===== config.mk =====
export PLATFORM = sky130hd
export DESIGN_NAME = seq_mult8
export DESIGN_NICKNAME = d
export VERILOG_FILES = /design/src/rtl/seq_mult8.sv
export SDC_FILE = /design/constraint.sdc
export NUM_CORES = 1
export LEC_CHECK = 0
export BUFFER_PORTS_ARGS = -buffer_cell sky130_fd_sc_hd__buf_2
export CAP_MARGIN = 0
export CORE_MARGIN = 2
export CORE_UTILIZATION = 50
export CTS_CLUSTER_SIZE = 10
export DETAILED_ROUTE_END_ITERATION = 6
export PLACE_DENSITY_LB_ADDON = 0.3
export SLEW_MARGIN = 20
export SYNTH_ARGS = -nofsm -noshare
export SYNTH_HDL_FRONTEND = slang
export SYNTH_SLANG_ARGS = --single-unit
export TNS_END_PERCENT = 50

===== constraint.sdc =====
create_clock -name clk -period 3.6 [get_ports clk]
set_clock_uncertainty 0.15 [all_clocks]
set_input_delay 0.36 -clock clk [delete_from_list [all_inputs] [get_ports clk]]
set_output_delay 0.36 -clock clk [all_outputs]
set_load 0.02 [all_outputs]

===== src/rtl/seq_mult8.sv =====
// Sequential unsigned shift-and-add multiplier: one WIDTH-bit add with carry-out
// per iteration, WIDTH iterations per product, one-cycle done pulse on completion.
module seq_mult8 #(
  parameter int WIDTH = 8
) (
  input  logic               clk,
  input  logic               reset,
  input  logic               start,
  input  logic [WIDTH-1:0]   A,
  input  logic [WIDTH-1:0]   B,
  output logic               busy,
  output logic               done,
  output logic [2*WIDTH-1:0] product,
  output logic [1:0]         state_dbg
);

  localparam int CW = (WIDTH > 1) ? $clog2(WIDTH) : 1;
  localparam logic [CW-1:0] LAST = CW'(WIDTH - 1);

  typedef enum logic [1:0] {
    IDLE = 2'd0,
    RUN  = 2'd1,
    DONE = 2'd2
  } state_t;

  state_t               state_q;
  logic [WIDTH-1:0]     hi_q, lo_q, mcand_q;
  logic [CW-1:0]        count_q;
  logic                 busy_q, done_q;
  logic [2*WIDTH-1:0]   product_q;

  logic [WIDTH:0]       add_d;
  logic [WIDTH-1:0]     hi_d, lo_d;

  // {carry, sum, lo} shifted right by one: the carry lands in hi's MSB.
  always_comb begin
    add_d = {1'b0, hi_q};
    if (lo_q[0]) begin
      add_d = {1'b0, hi_q} + {1'b0, mcand_q};
    end
    hi_d = add_d[WIDTH:1];
    lo_d = {add_d[0], lo_q[WIDTH-1:1]};
  end

  always_ff @(posedge clk) begin
    if (reset) begin
      state_q   <= IDLE;
      hi_q      <= '0;
      lo_q      <= '0;
      mcand_q   <= '0;
      count_q   <= '0;
      busy_q    <= 1'b0;
      done_q    <= 1'b0;
      product_q <= '0;
    end else begin
      case (state_q)
        IDLE: begin
          done_q <= 1'b0;
          if (start) begin
            mcand_q <= A;
            hi_q    <= '0;
            lo_q    <= B;
            count_q <= '0;
            busy_q  <= 1'b1;
            state_q <= RUN;
          end
        end
        RUN: begin
          hi_q <= hi_d;
          lo_q <= lo_d;
          if (count_q == LAST) begin
            product_q <= {hi_d, lo_d};
            busy_q    <= 1'b0;
            done_q    <= 1'b1;
            state_q   <= DONE;
          end else begin
            count_q <= count_q + 1'b1;
          end
        end
        DONE: begin
          done_q  <= 1'b0;
          state_q <= IDLE;
        end
        default: begin
          busy_q  <= 1'b0;
          done_q  <= 1'b0;
          state_q <= IDLE;
        end
      endcase
    end
  end

  assign busy      = busy_q;
  assign done      = done_q;
  assign product   = product_q;
  assign state_dbg = state_q;

endmodule

Word-level counts from Yosys, hierarchy flattened
Cells that the tools add are included.
Storage, ports and cells
  register bits after elaboration: 47
  input port bits: 19
  word-level logic and storage cells: 41
Cells by class
  add/subtract/negate cells: 2
  equal/unequal tests: 6
  multiplexer cells: 14
  bitwise gates (word level): 2
  reduce and logical (&&, ||, !) cells: 9
Operator list (count)
  8-bit one-hot mux with 2 select lines: 2
  8-bit 2-to-1 mux: 2
  8-bit by 8-bit adder with 9-bit output: 1
  9-bit 2-to-1 mux: 1
  2-bit AND reduction: 4
  3-bit 2-to-1 mux: 2
  2-bit inequality test, second input constant: 3
  3-bit one-hot mux with 2 select lines: 1
  3-bit AND reduction: 2
  2-bit 2-to-1 mux: 2
  2-bit one-hot mux with 2 select lines: 1
  3-bit by 1-bit adder with 3-bit output, second input constant: 1
  3-bit equality test, second input constant: 1
  1-bit one-hot mux with 3 select lines: 1
  2-bit by 1-bit equality test with 1-bit output, second input constant: 1
  2-bit equality test, second input constant: 1
  2-bit logical NOT: 1
  1-bit 2-to-1 mux: 2
  1-bit inverter: 2
  2-bit nonzero test: 1
  2-bit OR reduction: 1

Longest topological paths before layout
  word-level depth: 3
  mapped depth: 8

Worst setup path before layout
Ideal clock, no wire load.
  kind: reg2reg
  start point: register hi_q[0]
  end point: register product_q[13], in the netlist product[13]
  setup time: 134 ps
  arrival time: 1712 ps
  path slack: 1604 ps
  stages on the path, launching flop included: 9
  path buffers: 0
  period minus slack after synthesis: 1996 ps
  path through: dfxtp_1 ha_1 inv_1 fa_1 nor2b_4 o31a_1 or3_1 a31oi_2 a211oi_1
Between the ends
  word-level cells in the longest chain between the ends: 2
RTL lines
  start, declared: RTL line 27  | logic [WIDTH-1:0] hi_q, lo_q, mcand_q;
  start signal, assigned: RTL line 69  | hi_q <= hi_d;
  8-bit by 8-bit adder with 9-bit output: RTL line 39  | add_d = {1'b0, hi_q} + {1'b0, mcand_q};
  9-bit 2-to-1 mux: RTL line 38  | if (lo_q[0]) begin
  end signal, assigned: RTL line 72  | product_q <= {hi_d, lo_d};
  end, declared: RTL line 30  | logic [2*WIDTH-1:0] product_q;
Every way passes these cells.
A chain may end at the register's enable or synchronous reset.

Worst setup path after layout
Same ends and word-level chain as after synthesis.

==> metrics <==
status=complete, no violations; slew margin rel.=0.349; post-cts sizing count=0; Worst setup SP type=flop; VDD IR-drop max=0.000301 V; RSZ-0062 raised after global routing=no; Final Max Slew Viols=0; drt drc=0; initial antenna violation count=0; fmax=467 MHz; vias in the first global route=1591; Synth Net Count=273; DP Worst Slack=1.46 ns; Area after DPL=2340 µm²; Cells after Synth=243; asr flop ratio synth=0; Fin Hold WS=0.154 ns; global route overflow=0; FP Rows=23; Crit-path slowest cell=or3_1; Worst-Margin Slew=0.972 ns; CTS Hold Bufs=0; clock latency on the worst-skew pair=0.29 ns; # setup viols final=0; All-Layer GR Usage=0.185; hpwl dp=3150 µm; setup TNS=0 ns; Multi-input gate area=1120 µm²; leakage power=1.06 nW; delay of the slowest cell on the worst path=0.37 ns; clock-pin slew on the worst setup and hold paths=0.08 ns; Starting Density=0.525; worst setup margin=1.46 ns; DIE AREA=4800 µm²; placed cell count=320; PortBufs=38; Core Region=4060 µm²; largest net degree at the start of global routing=36; PwrDens=394 nW/µm²; Avg Cell Area, Syn=8.77 µm²; post-synth top area cell=dfxtp_1; CTS root buffer=clkbuf_8; Layout area overhead=14.0%; crit path cell chain=ha_1 > inv_1 > fa_1 > nor2b_4 > o31a_1 > or3_1 > a31oi_2 > a211oi_1; Total Wirelength=4310 µm; non-filler cells, final=327; vias=1808; Num CTS Buffers=5; postcts setup bufs=0; ant diodes=0; CP endpoint=product[13]$_SDFFE_PP0P_; count leader, synth=dfxtp_1; overall die height=69.3 µm; WL/cell=13.2 µm; Max Buffers Root-to-Sink=2; Yosys reg bits=47; Worst setup EP type=flop; I/O pin count=39; detailed router's first-iteration violation count=85; Clock Sinks=47; worst min-delay path category=input pin to flop; reg-to-reg slack, setup=1.46 ns; Crit path required time=3.59 ns; commonest cells in the netlist=dfxtp_1 (47), nand2_1 (33), nor2_1 (31), a21oi_1 (21), mux2i_1 (17); final hold vios=0; H-tree depth=2; Seq/Total Area, Yosys=0.442; EDFF count, synth=0; Synth cell types=38; Final Cycle Share=0.595; CP arrival=2.13 ns; Seq. cell area=941 µm²; drt pass-1 iters=4; max_cap viols=0; nets@finish=307; kind of critical path=flop to flop; minimum clock period=2.14 ns; Non-Filler Cell Area, Final=2430 µm²; RD Place Congestion=0.851; layout filler cell count=366; synthesized area=2130 µm²; share of layout cells above drive strength 1=0.181; via/cell ratio=5.53; worst reg2reg endpoint=product[13]$_SDFFE_PP0P_; worst reg2reg path startpoint=hi_q[0]$_SDFFE_PP0P_; Yosys warning total=0; CTS tree=built; Critical Path Start=hi_q[0]$_SDFFE_PP0P_; Reg2Reg Depth=8; Post-DRT Antenna Nets=0; ys flop type=dfxtp_1; top cell type's share of synthesized area=0.442; Synth area leaders=dfxtp_1 (44%), mux2i_1 (8.0%), ha_1 (5.9%), nand2_1 (5.8%), nor2_1 (5.5%); Die W=69.3 µm; Worst Path Max Fanout=4; global-route wire length before repair=7330 µm
==> layout make-up <==
cell class,instances,share of cell area
Multi-Input combinational cell,178,0.460
Sequential cell,47,0.387
Timing Repair Buffer,39,0.0814
Clock buffer,6,0.0340
Tap cell,50,0.0257
Inverter,6,0.00927
Clock inverter,1,0.00206
==> how the worst min path moves through the flow <==
stage / startpoint / end / slack, ns / depth (start not counted)
floorplan: lo_q[7]$_SDFFE_PP0P_ / lo_q[7]$_SDFFE_PP0P_ / 0.29 / 2
global placement: product[3]$_SDFFE_PP0P_ / product[3]$_SDFFE_PP0P_ / 0.29 / 2
detailed placement: product[3]$_SDFFE_PP0P_ / product[3]$_SDFFE_PP0P_ / 0.29 / 2
CTS: A[1] / mcand_q[1]$_SDFFE_PP0P_ / 0.15 / 3
global route: A[5] / mcand_q[5]$_SDFFE_PP0P_ / 0.16 / 3
finish: A[7] / mcand_q[7]$_SDFFE_PP0P_ / 0.15 / 3
==> state kept, by name, indices dropped and copies added (netlist names) <==
signal     cells
count_q        3
state_dbg      2
mcand_q        8
done           1
hi_q           8
product       16
busy           1
lo_q           8
==> logic make-up (layout without fill, tap and decap cells) <==
family | count (synthesis) | in the layout | share of synthesized area
AND/OR/NAND/NOR | 81 | 81 | 0.166
AO/OA/AOI/OAI | 67 | 67 | 0.200
XOR/XNOR | 2 | 2 | 0.00822
flip-flops | 47 | 47 | 0.442
adder cells (fa/ha/maj) | 11 | 11 | 0.0681
buffers and inverters | 18 | 52 | 0.0358
multiplexers | 17 | 17 | 0.0799
==> metrics by stage <==
| stage | power, mW | utilization |
|---|---|---|
| 2_1_floorplan | 0.627 | - |
| 3_3_place_gp | 0.653 | 0.577 |
| 3_5_place_dp | 0.655 | 0.577 |
| 4_1_cts | 0.963 | 0.599 |
| 5_1_grt | 1.00 | 0.599 |
| 6_report | 0.957 | 0.599 |
==> worst max-delay path, delay by kind of cell, from the launching register on <==
| kind | cells | cell delay [ns] |
|---|---|---|
| buffers and inverters | 1 | 0.07 |
| AND/OR/NAND/NOR | 2 | 0.43 |
| flip-flops | 1 | 0.33 |
| adder cells (fa/ha/maj) | 2 | 0.45 |
| AO/OA/AOI/OAI | 3 | 0.55 |
==> layout by cell type (no fill, tap or decap), drive strengths merged, types with 2 or more instances in the layout <==
master / synthesis / routed
a211oi: 7 / 7
a21oi: 21 / 21
nor2: 31 / 31
a22o: 4 / 4
nand2b: 2 / 2
o21ai: 18 / 18
a21o: 2 / 2
nand2: 33 / 33
inv: 6 / 6
ha: 10 / 10
buf: 7 / 39
o211ai: 3 / 3
clkbuf: 5 / 6
a22oi: 3 / 3
mux2i: 17 / 17
nor3: 4 / 4
nor2b: 5 / 5
dfxtp: 47 / 47
==> metal layers <==
metal,GRT usage,vias up,share of wire
met2,0.268,52,0.43
met1,0.275,837,0.52
met5,0,-,0
li1,-,917,-
met4,0.0458,0,0.0039
met3,0.0451,2,0.049
==> where the power goes <==
part	internal [mW]	total, mW	switching (mW)
Combinational	0.0391	0.0918	0.0527
Clock	0.151	0.314	0.164
Sequential	0.536	0.551	0.0148
Total	0.726	0.957	0.231
Power figures use the tool's default switching activity.
